--- src/rtl/if_fetch_stage_pkg.sv ---
// Shared definitions for the instruction-fetch stage: FSM encoding,
// the bubble and halt encodings, and the sequential PC step.
package if_fetch_stage_pkg;

    typedef enum logic [1:0] {
        ST_IDLE = 2'b00,
        ST_RUN  = 2'b01,
        ST_HALT = 2'b10
    } fetch_state_t;

    localparam logic [31:0] NOP_WORD          = 32'h0000_0000;
    localparam logic [31:0] HALT_WORD_DEFAULT = 32'hFFFF_FFFF;
    localparam int unsigned PC_INC            = 4;

endpackage

--- src/rtl/if_fetch_stage_if.sv ---
// Bundle of program-load, fetch-control and IF/ID latch signals.
// There is no valid/ready handshake here: control inputs are sampled on
// every rising edge, and o_valid marks a latch slot that holds a real
// instruction (a bubble has o_valid=0 and a NOP word). o_state exposes the
// fetch FSM for observation.
interface if_fetch_stage_if #(
    parameter int NB_ADDR   = 32,
    parameter int NB_INST   = 32,
    parameter int MEM_DEPTH = 64
) ();
    import if_fetch_stage_pkg::*;

    localparam int AW = $clog2(MEM_DEPTH);

    logic               i_load_en;
    logic [AW-1:0]      i_load_addr;
    logic [NB_INST-1:0] i_load_data;
    logic               i_start;
    logic               i_stall;
    logic               i_flush;
    logic               i_jump;
    logic [NB_ADDR-1:0] i_jump_addr;
    logic [NB_ADDR-1:0] o_pc;
    logic [NB_INST-1:0] o_instruction;
    logic               o_valid;
    logic               o_running;
    logic               o_halted;
    fetch_state_t       o_state;

    modport master (
        output i_load_en, i_load_addr, i_load_data, i_start,
        output i_stall, i_flush, i_jump, i_jump_addr,
        input  o_pc, o_instruction, o_valid, o_running, o_halted, o_state
    );

    modport slave (
        input  i_load_en, i_load_addr, i_load_data, i_start,
        input  i_stall, i_flush, i_jump, i_jump_addr,
        output o_pc, o_instruction, o_valid, o_running, o_halted, o_state
    );

endinterface

--- src/rtl/if_fetch_stage_inst_mem.sv ---
// Word-addressed instruction memory: one synchronous write port used to
// load the program, one combinational read port used by fetch.
// Contents are deliberately not reset so a program survives a reset.
module if_inst_mem #(
    parameter int NB_INST   = 32,
    parameter int MEM_DEPTH = 64,
    parameter int AW        = $clog2(MEM_DEPTH)
) (
    input  logic               i_clk,
    input  logic               i_we,
    input  logic [AW-1:0]      i_waddr,
    input  logic [NB_INST-1:0] i_wdata,
    input  logic [AW-1:0]      i_raddr,
    output logic [NB_INST-1:0] o_rdata
);

    logic [NB_INST-1:0] mem [MEM_DEPTH];

    // Program load write port
    always_ff @(posedge i_clk) begin
        if (i_we) begin
            mem[i_waddr] <= i_wdata;
        end
    end

    assign o_rdata = mem[i_raddr];

endmodule

--- src/rtl/if_fetch_stage.sv ---
// Instruction-fetch stage: PC, IDLE/RUN/HALT sequencing and the registered
// IF/ID latch (PC+4, instruction, valid) that feeds decode.
module if_fetch_stage
    import if_fetch_stage_pkg::*;
#(
    parameter int                  NB_ADDR   = 32,
    parameter int                  NB_INST   = 32,
    parameter int                  MEM_DEPTH = 64,
    parameter logic [NB_INST-1:0]  HALT_WORD = NB_INST'(HALT_WORD_DEFAULT)
) (
    input  logic                i_clk,
    input  logic                i_rst_n,
    if_fetch_stage_if.slave     bus
);

    localparam int AW = $clog2(MEM_DEPTH);

    localparam logic [NB_ADDR-1:0] PC_STEP   = NB_ADDR'(PC_INC);
    localparam logic [NB_ADDR-1:0] PC_LIMIT  = NB_ADDR'(MEM_DEPTH * 4);
    localparam logic [NB_ADDR-1:0] ALIGN_MSK = ~NB_ADDR'(3);
    localparam logic [NB_INST-1:0] NOP       = NB_INST'(NOP_WORD);

    fetch_state_t       state_q, state_d;
    logic [NB_ADDR-1:0] pc_q, pc_d;
    logic [NB_ADDR-1:0] lat_pc_q, lat_pc_d;
    logic [NB_INST-1:0] lat_inst_q, lat_inst_d;
    logic               lat_valid_q, lat_valid_d;

    logic               mem_we;
    logic [NB_INST-1:0] mem_rdata;
    logic               out_of_range;
    logic [NB_INST-1:0] fetch_word;
    logic               capture;

    // Loading is only honoured while idle; running or halted ignore it
    assign mem_we = (state_q == ST_IDLE) && bus.i_load_en;

    if_inst_mem #(
        .NB_INST   (NB_INST),
        .MEM_DEPTH (MEM_DEPTH),
        .AW        (AW)
    ) u_mem (
        .i_clk   (i_clk),
        .i_we    (mem_we),
        .i_waddr (bus.i_load_addr),
        .i_wdata (bus.i_load_data),
        .i_raddr (pc_q[AW+1:2]),
        .o_rdata (mem_rdata)
    );

    // A PC past the end of memory (including wrap) reads as the halt word
    assign out_of_range = (pc_q >= PC_LIMIT);
    assign fetch_word   = out_of_range ? HALT_WORD : mem_rdata;
    // The latch takes a fetched word only when neither flushed nor stalled
    assign capture      = !bus.i_stall && !bus.i_flush;

    // State, PC and IF/ID latch registers
    always_ff @(posedge i_clk or negedge i_rst_n) begin
        if (!i_rst_n) begin
            state_q     <= ST_IDLE;
            pc_q        <= '0;
            lat_pc_q    <= '0;
            lat_inst_q  <= NOP;
            lat_valid_q <= 1'b0;
        end else begin
            state_q     <= state_d;
            pc_q        <= pc_d;
            lat_pc_q    <= lat_pc_d;
            lat_inst_q  <= lat_inst_d;
            lat_valid_q <= lat_valid_d;
        end
    end

    // Next state, next PC and next latch contents
    always_comb begin
        state_d     = state_q;
        pc_d        = pc_q;
        lat_pc_d    = lat_pc_q;
        lat_inst_d  = lat_inst_q;
        lat_valid_d = lat_valid_q;

        case (state_q)
            ST_IDLE: begin
                if (bus.i_start && !bus.i_load_en) begin
                    state_d = ST_RUN;
                    pc_d    = '0;
                end
            end

            ST_RUN: begin
                if (capture && (fetch_word == HALT_WORD)) begin
                    // Halt word reached: bubble out, freeze the PC for good
                    state_d     = ST_HALT;
                    lat_inst_d  = NOP;
                    lat_valid_d = 1'b0;
                end else begin
                    if (capture) begin
                        lat_pc_d    = pc_q + PC_STEP;
                        lat_inst_d  = fetch_word;
                        lat_valid_d = 1'b1;
                    end
                    if (bus.i_flush) begin
                        lat_inst_d  = NOP;
                        lat_valid_d = 1'b0;
                    end
                    // A jump redirects the PC even while stalled
                    if (bus.i_jump) begin
                        pc_d = bus.i_jump_addr & ALIGN_MSK;
                    end else if (!bus.i_stall) begin
                        pc_d = pc_q + PC_STEP;
                    end
                end
            end

            ST_HALT: begin
                state_d = ST_HALT;
            end

            default: begin
                state_d = ST_IDLE;
            end
        endcase
    end

    assign bus.o_pc          = lat_pc_q;
    assign bus.o_instruction = lat_inst_q;
    assign bus.o_valid       = lat_valid_q;
    assign bus.o_running     = (state_q == ST_RUN);
    assign bus.o_halted      = (state_q == ST_HALT);
    assign bus.o_state       = state_q;

endmodule

--- src/flat_wrapper.sv ---
// flat-port wrapper written by rule: the top's interface ports become plain ports
module if_fetch_stage_flat import if_fetch_stage_pkg::*;
#(
    parameter int                  NB_ADDR   = 32,
    parameter int                  NB_INST   = 32,
    parameter int                  MEM_DEPTH = 64,
    parameter logic [NB_INST-1:0]  HALT_WORD = NB_INST'(HALT_WORD_DEFAULT)
)
  (i_clk, i_rst_n, bus_i_load_en, bus_i_load_addr, bus_i_load_data, bus_i_start, bus_i_stall, bus_i_flush, bus_i_jump, bus_i_jump_addr, bus_o_pc, bus_o_instruction, bus_o_valid, bus_o_running, bus_o_halted, bus_o_state);
  if_fetch_stage_if #(.NB_ADDR(NB_ADDR), .NB_INST(NB_INST), .MEM_DEPTH(MEM_DEPTH)) bus_i ();
  input  logic i_clk;
  input  logic i_rst_n;
  input wire logic [$bits(bus_i.i_load_en)-1:0] bus_i_load_en;
  input wire logic [$bits(bus_i.i_load_addr)-1:0] bus_i_load_addr;
  input wire logic [$bits(bus_i.i_load_data)-1:0] bus_i_load_data;
  input wire logic [$bits(bus_i.i_start)-1:0] bus_i_start;
  input wire logic [$bits(bus_i.i_stall)-1:0] bus_i_stall;
  input wire logic [$bits(bus_i.i_flush)-1:0] bus_i_flush;
  input wire logic [$bits(bus_i.i_jump)-1:0] bus_i_jump;
  input wire logic [$bits(bus_i.i_jump_addr)-1:0] bus_i_jump_addr;
  output wire logic [$bits(bus_i.o_pc)-1:0] bus_o_pc;
  output wire logic [$bits(bus_i.o_instruction)-1:0] bus_o_instruction;
  output wire logic [$bits(bus_i.o_valid)-1:0] bus_o_valid;
  output wire logic [$bits(bus_i.o_running)-1:0] bus_o_running;
  output wire logic [$bits(bus_i.o_halted)-1:0] bus_o_halted;
  output wire logic [$bits(bus_i.o_state)-1:0] bus_o_state;
  assign bus_i.i_load_en = bus_i_load_en;
  assign bus_i.i_load_addr = bus_i_load_addr;
  assign bus_i.i_load_data = bus_i_load_data;
  assign bus_i.i_start = bus_i_start;
  assign bus_i.i_stall = bus_i_stall;
  assign bus_i.i_flush = bus_i_flush;
  assign bus_i.i_jump = bus_i_jump;
  assign bus_i.i_jump_addr = bus_i_jump_addr;
  assign bus_o_pc = bus_i.o_pc;
  assign bus_o_instruction = bus_i.o_instruction;
  assign bus_o_valid = bus_i.o_valid;
  assign bus_o_running = bus_i.o_running;
  assign bus_o_halted = bus_i.o_halted;
  assign bus_o_state = bus_i.o_state;
  if_fetch_stage #(.NB_ADDR(NB_ADDR), .NB_INST(NB_INST), .MEM_DEPTH(MEM_DEPTH), .HALT_WORD(HALT_WORD)) u_core (.i_clk(i_clk), .i_rst_n(i_rst_n), .bus(bus_i));
endmodule
--- config.mk ---
export PLATFORM = sky130hd
export DESIGN_NAME = if_fetch_stage_flat
export DESIGN_NICKNAME = d
export VERILOG_FILES = /design/src/rtl/if_fetch_stage_pkg.sv /design/src/rtl/if_fetch_stage_if.sv /design/src/rtl/if_fetch_stage_inst_mem.sv /design/src/rtl/if_fetch_stage.sv /design/src/flat_wrapper.sv
export SDC_FILE = /design/constraint.sdc
export NUM_CORES = 2
export LEC_CHECK = 0
export BUFFER_PORTS_ARGS = -buffer_cell sky130_fd_sc_hd__buf_2
export CAP_MARGIN = 20
export CORE_MARGIN = 1.5
export CORE_UTILIZATION = 28
export DETAILED_ROUTE_END_ITERATION = 16
export GPL_ROUTABILITY_DRIVEN = 0
export PLACE_DENSITY = 0.46
export SYNTH_ARGS = -nofsm -noshare
export SYNTH_HDL_FRONTEND = slang
export SYNTH_SLANG_ARGS = --single-unit
--- constraint.sdc ---
create_clock -name i_clk -period 10.15 [get_ports i_clk]
set_input_delay 1.5225 -clock i_clk [delete_from_list [all_inputs] [get_ports i_clk]]
set_output_delay 1.5225 -clock i_clk [all_outputs]
set_load 0.005 [all_outputs]
==> summary by stage <==
Route
The average wire length per cell after detail routing is roughly 31 um. The violation count after the first detailed-route iteration is ~4600. The detail route stage leaves a number of antenna-violating nets equal to 0. The via density per instance is roughly 5.0. The count of unresolved DRC violations after routing is 0. The total number of vias is roughly 43000. The first detailed-routing pass took 6 iterations. The final routed wirelength across all metal layers is roughly 270 mm.

Global route
The number of antenna violations at the first check in global routing is 27. The remaining global-route overflow is 0. The overall global routing resource usage is between 10% and 20%. The number of global-route vias before repair is 42830.

The first-pass GRT wire length is roughly 360 mm. Entering global routing, the biggest net connects 94 pins.

Timing
The slew at the pin closest to its max-slew limit is 1170 ps. The final max-slew violation count came to 0. Dividing the final minimum period by the clock period gives between 60% and 70%. For the final routed database, the setup TNS stands at 0 ps. In this run the tightest slew margin relative to its limit is between 20% and 30%. Setup repair after global routing left no endpoint under its margin. Setup violations remaining at the end of the flow were counted as 0.

Counting I/O delays and the setup requirement, the final critical path takes ~6800 ps. The final number of hold-violating endpoints is 0. Clock skew on the completed layout was measured at around 32 ps. The top achievable clock speed is between 100 and 150 MHz.

Clocking
The number of sinks on the clock net is approximately 2100. Gates resized during post-CTS repair numbered 0. The buffer type at the clock tree root is sky130_fd_sc_hd__clkbuf_16. The number of buffers on the longest clock path is 3.

TritonCTS built the clock tree. Clock-pin slew was measured on the worst setup and hold paths at 60 ps. The H-tree generated during clock tree synthesis spans 4 levels.

Buffers inserted during clock tree synthesis total ~230. The number of hold buffers added after CTS was 0. The later pin in the worst-skew pair is clocked with a latency of ~890 ps. The number of post-CTS setup repair buffers is 0.

Logic synthesis
The count of synthesis-stage warnings from yosys is 0. In the synthesized netlist, the cells that appear most often are 2048 x sky130_fd_sc_hd__edfxtp_1, 365 x sky130_fd_sc_hd__mux4_2, 204 x sky130_fd_sc_hd__mux2i_1, 187 x sky130_fd_sc_hd__nand2_1, 133 x sky130_fd_sc_hd__nor2_1. In this run the cell area of the synthesized design comes to 0.08418 mm2. Counting flops with a built-in enable in the synthesized netlist gives approximately 2000. After synthesis, the cell types taking the most area are sky130_fd_sc_hd__edfxtp_1 73%, sky130_fd_sc_hd__mux4_2 9.8%, sky130_fd_sc_hd__dfrtp_1 2.8%, sky130_fd_sc_hd__mux2i_1 2.4%, sky130_fd_sc_hd__mux4_1 2.1%.

The most used flip-flop cell after synthesis is sky130_fd_sc_hd__edfxtp_1. In the synthesized netlist the async set-or-reset flop fraction comes to ~4.4%. The number of instances in the synthesized netlist is around 4100. The share of the Yosys chip area taken by registers is 75.88%. The average size of a mapped cell is between 20 and 25 um2. The number of synthesized register bits is between 2000 and 2500. Yosys instantiated no cell more often than sky130_fd_sc_hd__edfxtp_1. The biggest area consumer among synthesized cells is sky130_fd_sc_hd__edfxtp_1. The top cell type's share of synthesized area is 73.06%. The count of cell types in the netlist is 87.

Place
The number of cells after detailed placement is about 8000. The placed wire-length estimate after detailed placement is ~150 mm. The number of buffers inserted by port buffering is 141.

Layout
The ratio of cells with drive above 1 in the final layout is about 24%. Counting the fill cells in the layout gives approximately 28000. The net count of the finished layout is ~4500. The synthesis-to-finish area growth is 15.15%.

The finished layout holds approximately 8500 standard cells, fillers aside. Measured on the finished design, the core utilization comes to roughly 32%.

Critical path
Of all nets on the critical path, the largest fanout is 32. The category of the worst setup path capture point is a flop. The worst setup path is launched from a flop. The data required time of the critical path is roughly 11000 ps.

The setup path with the least slack is of type reg2reg. The critical path arrival is about 7500 ps.

Power
The worst ir drop on vdd is about 0.00017 V. The design draws 0.02394 W. Dividing total power by cell area gives a power density of 247.0 mW/mm2. The static leakage is roughly 30 nW.

Floorplan
The height of the die is 551.3 um. The die is ~550 um wide. Once the floorplan was initialized, standard cells occupied 28.10% of the core.

The floorplan has approximately 200 rows. After floorplanning, the core was sized to cover approximately 0.30 mm2. The die covers 0.3039 mm2. The total I/O pin count is 146.

Hold path
The type of the worst min-delay path is reg2reg.

Run
The tool flagged a number of max-cap violations equal to 0.

Outcome
The flow ran to the end, and the final reports show no timing, DRC or antenna violations.
==> flip-flops by register name, summed over array words and instances (netlist names) <==
| signal | flops |
|---|---|
| u_core.bus.o_pc | 30 |
| u_core.u_mem.mem | 2048 |
| u_core.bus.o_valid | 1 |
| u_core.pc_q | 30 |
| u_core.bus.o_instruction | 32 |
| u_core.bus.o_state | 2 |
==> final timing paths <==
check / from / end / slack (ps) / cells after the start
worst min register to register: u_core.bus.o_pc[11] / u_core.bus.o_pc[11] / 480 / 1
worst min-delay path: u_core.bus.o_pc[11] / u_core.bus.o_pc[11] / 480 / 1
worst max-delay path: u_core.pc_q[2] / u_core.bus.o_pc[3] / 3390 / 12
min in group asynchronous: i_rst_n / u_core.bus.o_pc[23] / 740 / 1
max in group asynchronous: i_rst_n / u_core.pc_q[7] / 8230 / 2
worst max register to register: u_core.pc_q[2] / u_core.bus.o_pc[3] / 3390 / 12
==> cells in the final DEF, fill, tap and decap left out, types with 13 or more instances in the layout <==
master / n
sky130_fd_sc_hd__mux4_1: 67
sky130_fd_sc_hd__and2_1: 34
sky130_fd_sc_hd__nor2_4: 66
sky130_fd_sc_hd__nor2_1: 67
sky130_fd_sc_hd__inv_1: 18
sky130_fd_sc_hd__buf_2: 140
sky130_fd_sc_hd__clkinv_2: 26
sky130_fd_sc_hd__o21ai_0: 23
sky130_fd_sc_hd__a22oi_1: 94
sky130_fd_sc_hd__clkbuf_1: 77
sky130_fd_sc_hd__nand3_1: 40
sky130_fd_sc_hd__nand2_1: 187
sky130_fd_sc_hd__a211oi_1: 13
sky130_fd_sc_hd__nand4_1: 15
sky130_fd_sc_hd__clkbuf_16: 228
sky130_fd_sc_hd__diode_2: 13
sky130_fd_sc_hd__a22o_1: 40
sky130_fd_sc_hd__nor4_1: 17
sky130_fd_sc_hd__edfxtp_1: 2048
sky130_fd_sc_hd__mux4_2: 365
sky130_fd_sc_hd__and3_1: 15
sky130_fd_sc_hd__o22ai_1: 25
sky130_fd_sc_hd__clkinv_1: 58
sky130_fd_sc_hd__o221ai_1: 21
sky130_fd_sc_hd__buf_4: 171
sky130_fd_sc_hd__mux2_2: 26
sky130_fd_sc_hd__dfrtp_1: 89
sky130_fd_sc_hd__a21oi_1: 113
sky130_fd_sc_hd__mux2i_1: 204
sky130_fd_sc_hd__nor3_1: 21
sky130_fd_sc_hd__a221oi_1: 27
==> worst max-delay path, cell delays in order, from the launching register on <==
cell and delay [ps]:
sky130_fd_sc_hd__dfrtp_4 990, sky130_fd_sc_hd__buf_4 680, sky130_fd_sc_hd__buf_4 500, sky130_fd_sc_hd__mux4_1 610, sky130_fd_sc_hd__mux2_2 290, sky130_fd_sc_hd__a221o_1 470, sky130_fd_sc_hd__a21boi_0 570, sky130_fd_sc_hd__a21oi_1 270
sky130_fd_sc_hd__nand4b_1 200, sky130_fd_sc_hd__or4_1 370, sky130_fd_sc_hd__or2_1 340, sky130_fd_sc_hd__nand3_2 700, sky130_fd_sc_hd__mux2_2 540
==> final cells by class <==
| cell class | instances | area, um2 | area share, % |
|---|---|---|---|
| tap | 3958 | 4952 | 5.109 |
| sequential | 2143 | 63890 | 65.92 |
| inverter | 22 | 87.58 | 0.09036 |
| clock inverter | 110 | 879.6 | 0.9074 |
| clock buffer | 308 | 6036 | 6.227 |
| timing repair buffer | 322 | 2212 | 2.282 |
| antenna | 13 | 32.53 | 0.03356 |
| multi-input combinational | 1667 | 18840 | 19.43 |
==> where the power goes <==
group / internal (W) / total [W] / leakage [nW] / switching (W)
clock network: 0.00439 / 0.00786 / 3.36 / 0.00348
logic: 0.00215 / 0.00596 / 7.20 / 0.00381
registers: 0.00985 / 0.0101 / 19.7 / 0.000267
total: 0.0164 / 0.0239 / 30.2 / 0.00755
==> routing by layer <==
| metal | vias to the layer above | part of all wire, % | track usage, % |
|---|---|---|---|
| met5 | - | 0.0049 | 0 |
| met4 | 2 | 2.9 | 5.293 |
| met3 | 289 | 6.0 | 2.860 |
| met2 | 1416 | 47 | 27.48 |
| met1 | 23510 | 44 | 24.18 |
| li1 | 17670 | - | - |
==> per-stage QoR <==
stage	hold slack [ps]	cell area (um2)	setup WS, ps
2_1_floorplan	471.1	84180	6018
3_3_place_gp	461.9	89930	3252
3_5_place_dp	465.3	89980	3342
4_1_cts	483.2	96900	3313
5_1_grt	491.3	96900	3154
6_report	479.2	96930	3388
==> cells by family after synthesis <==
kind of cell / synth area share, %
buffers and inverters: 2.408
adders and majority gates: 0.07432
xor gates and xnor gates: 0.05202
and+or+nand+nor: 2.895
DFF: 75.88
AOI/OAI and AO/OA: 3.985
other: 0.004455
muxes: 14.70
(Power assumes the default switching activity.)
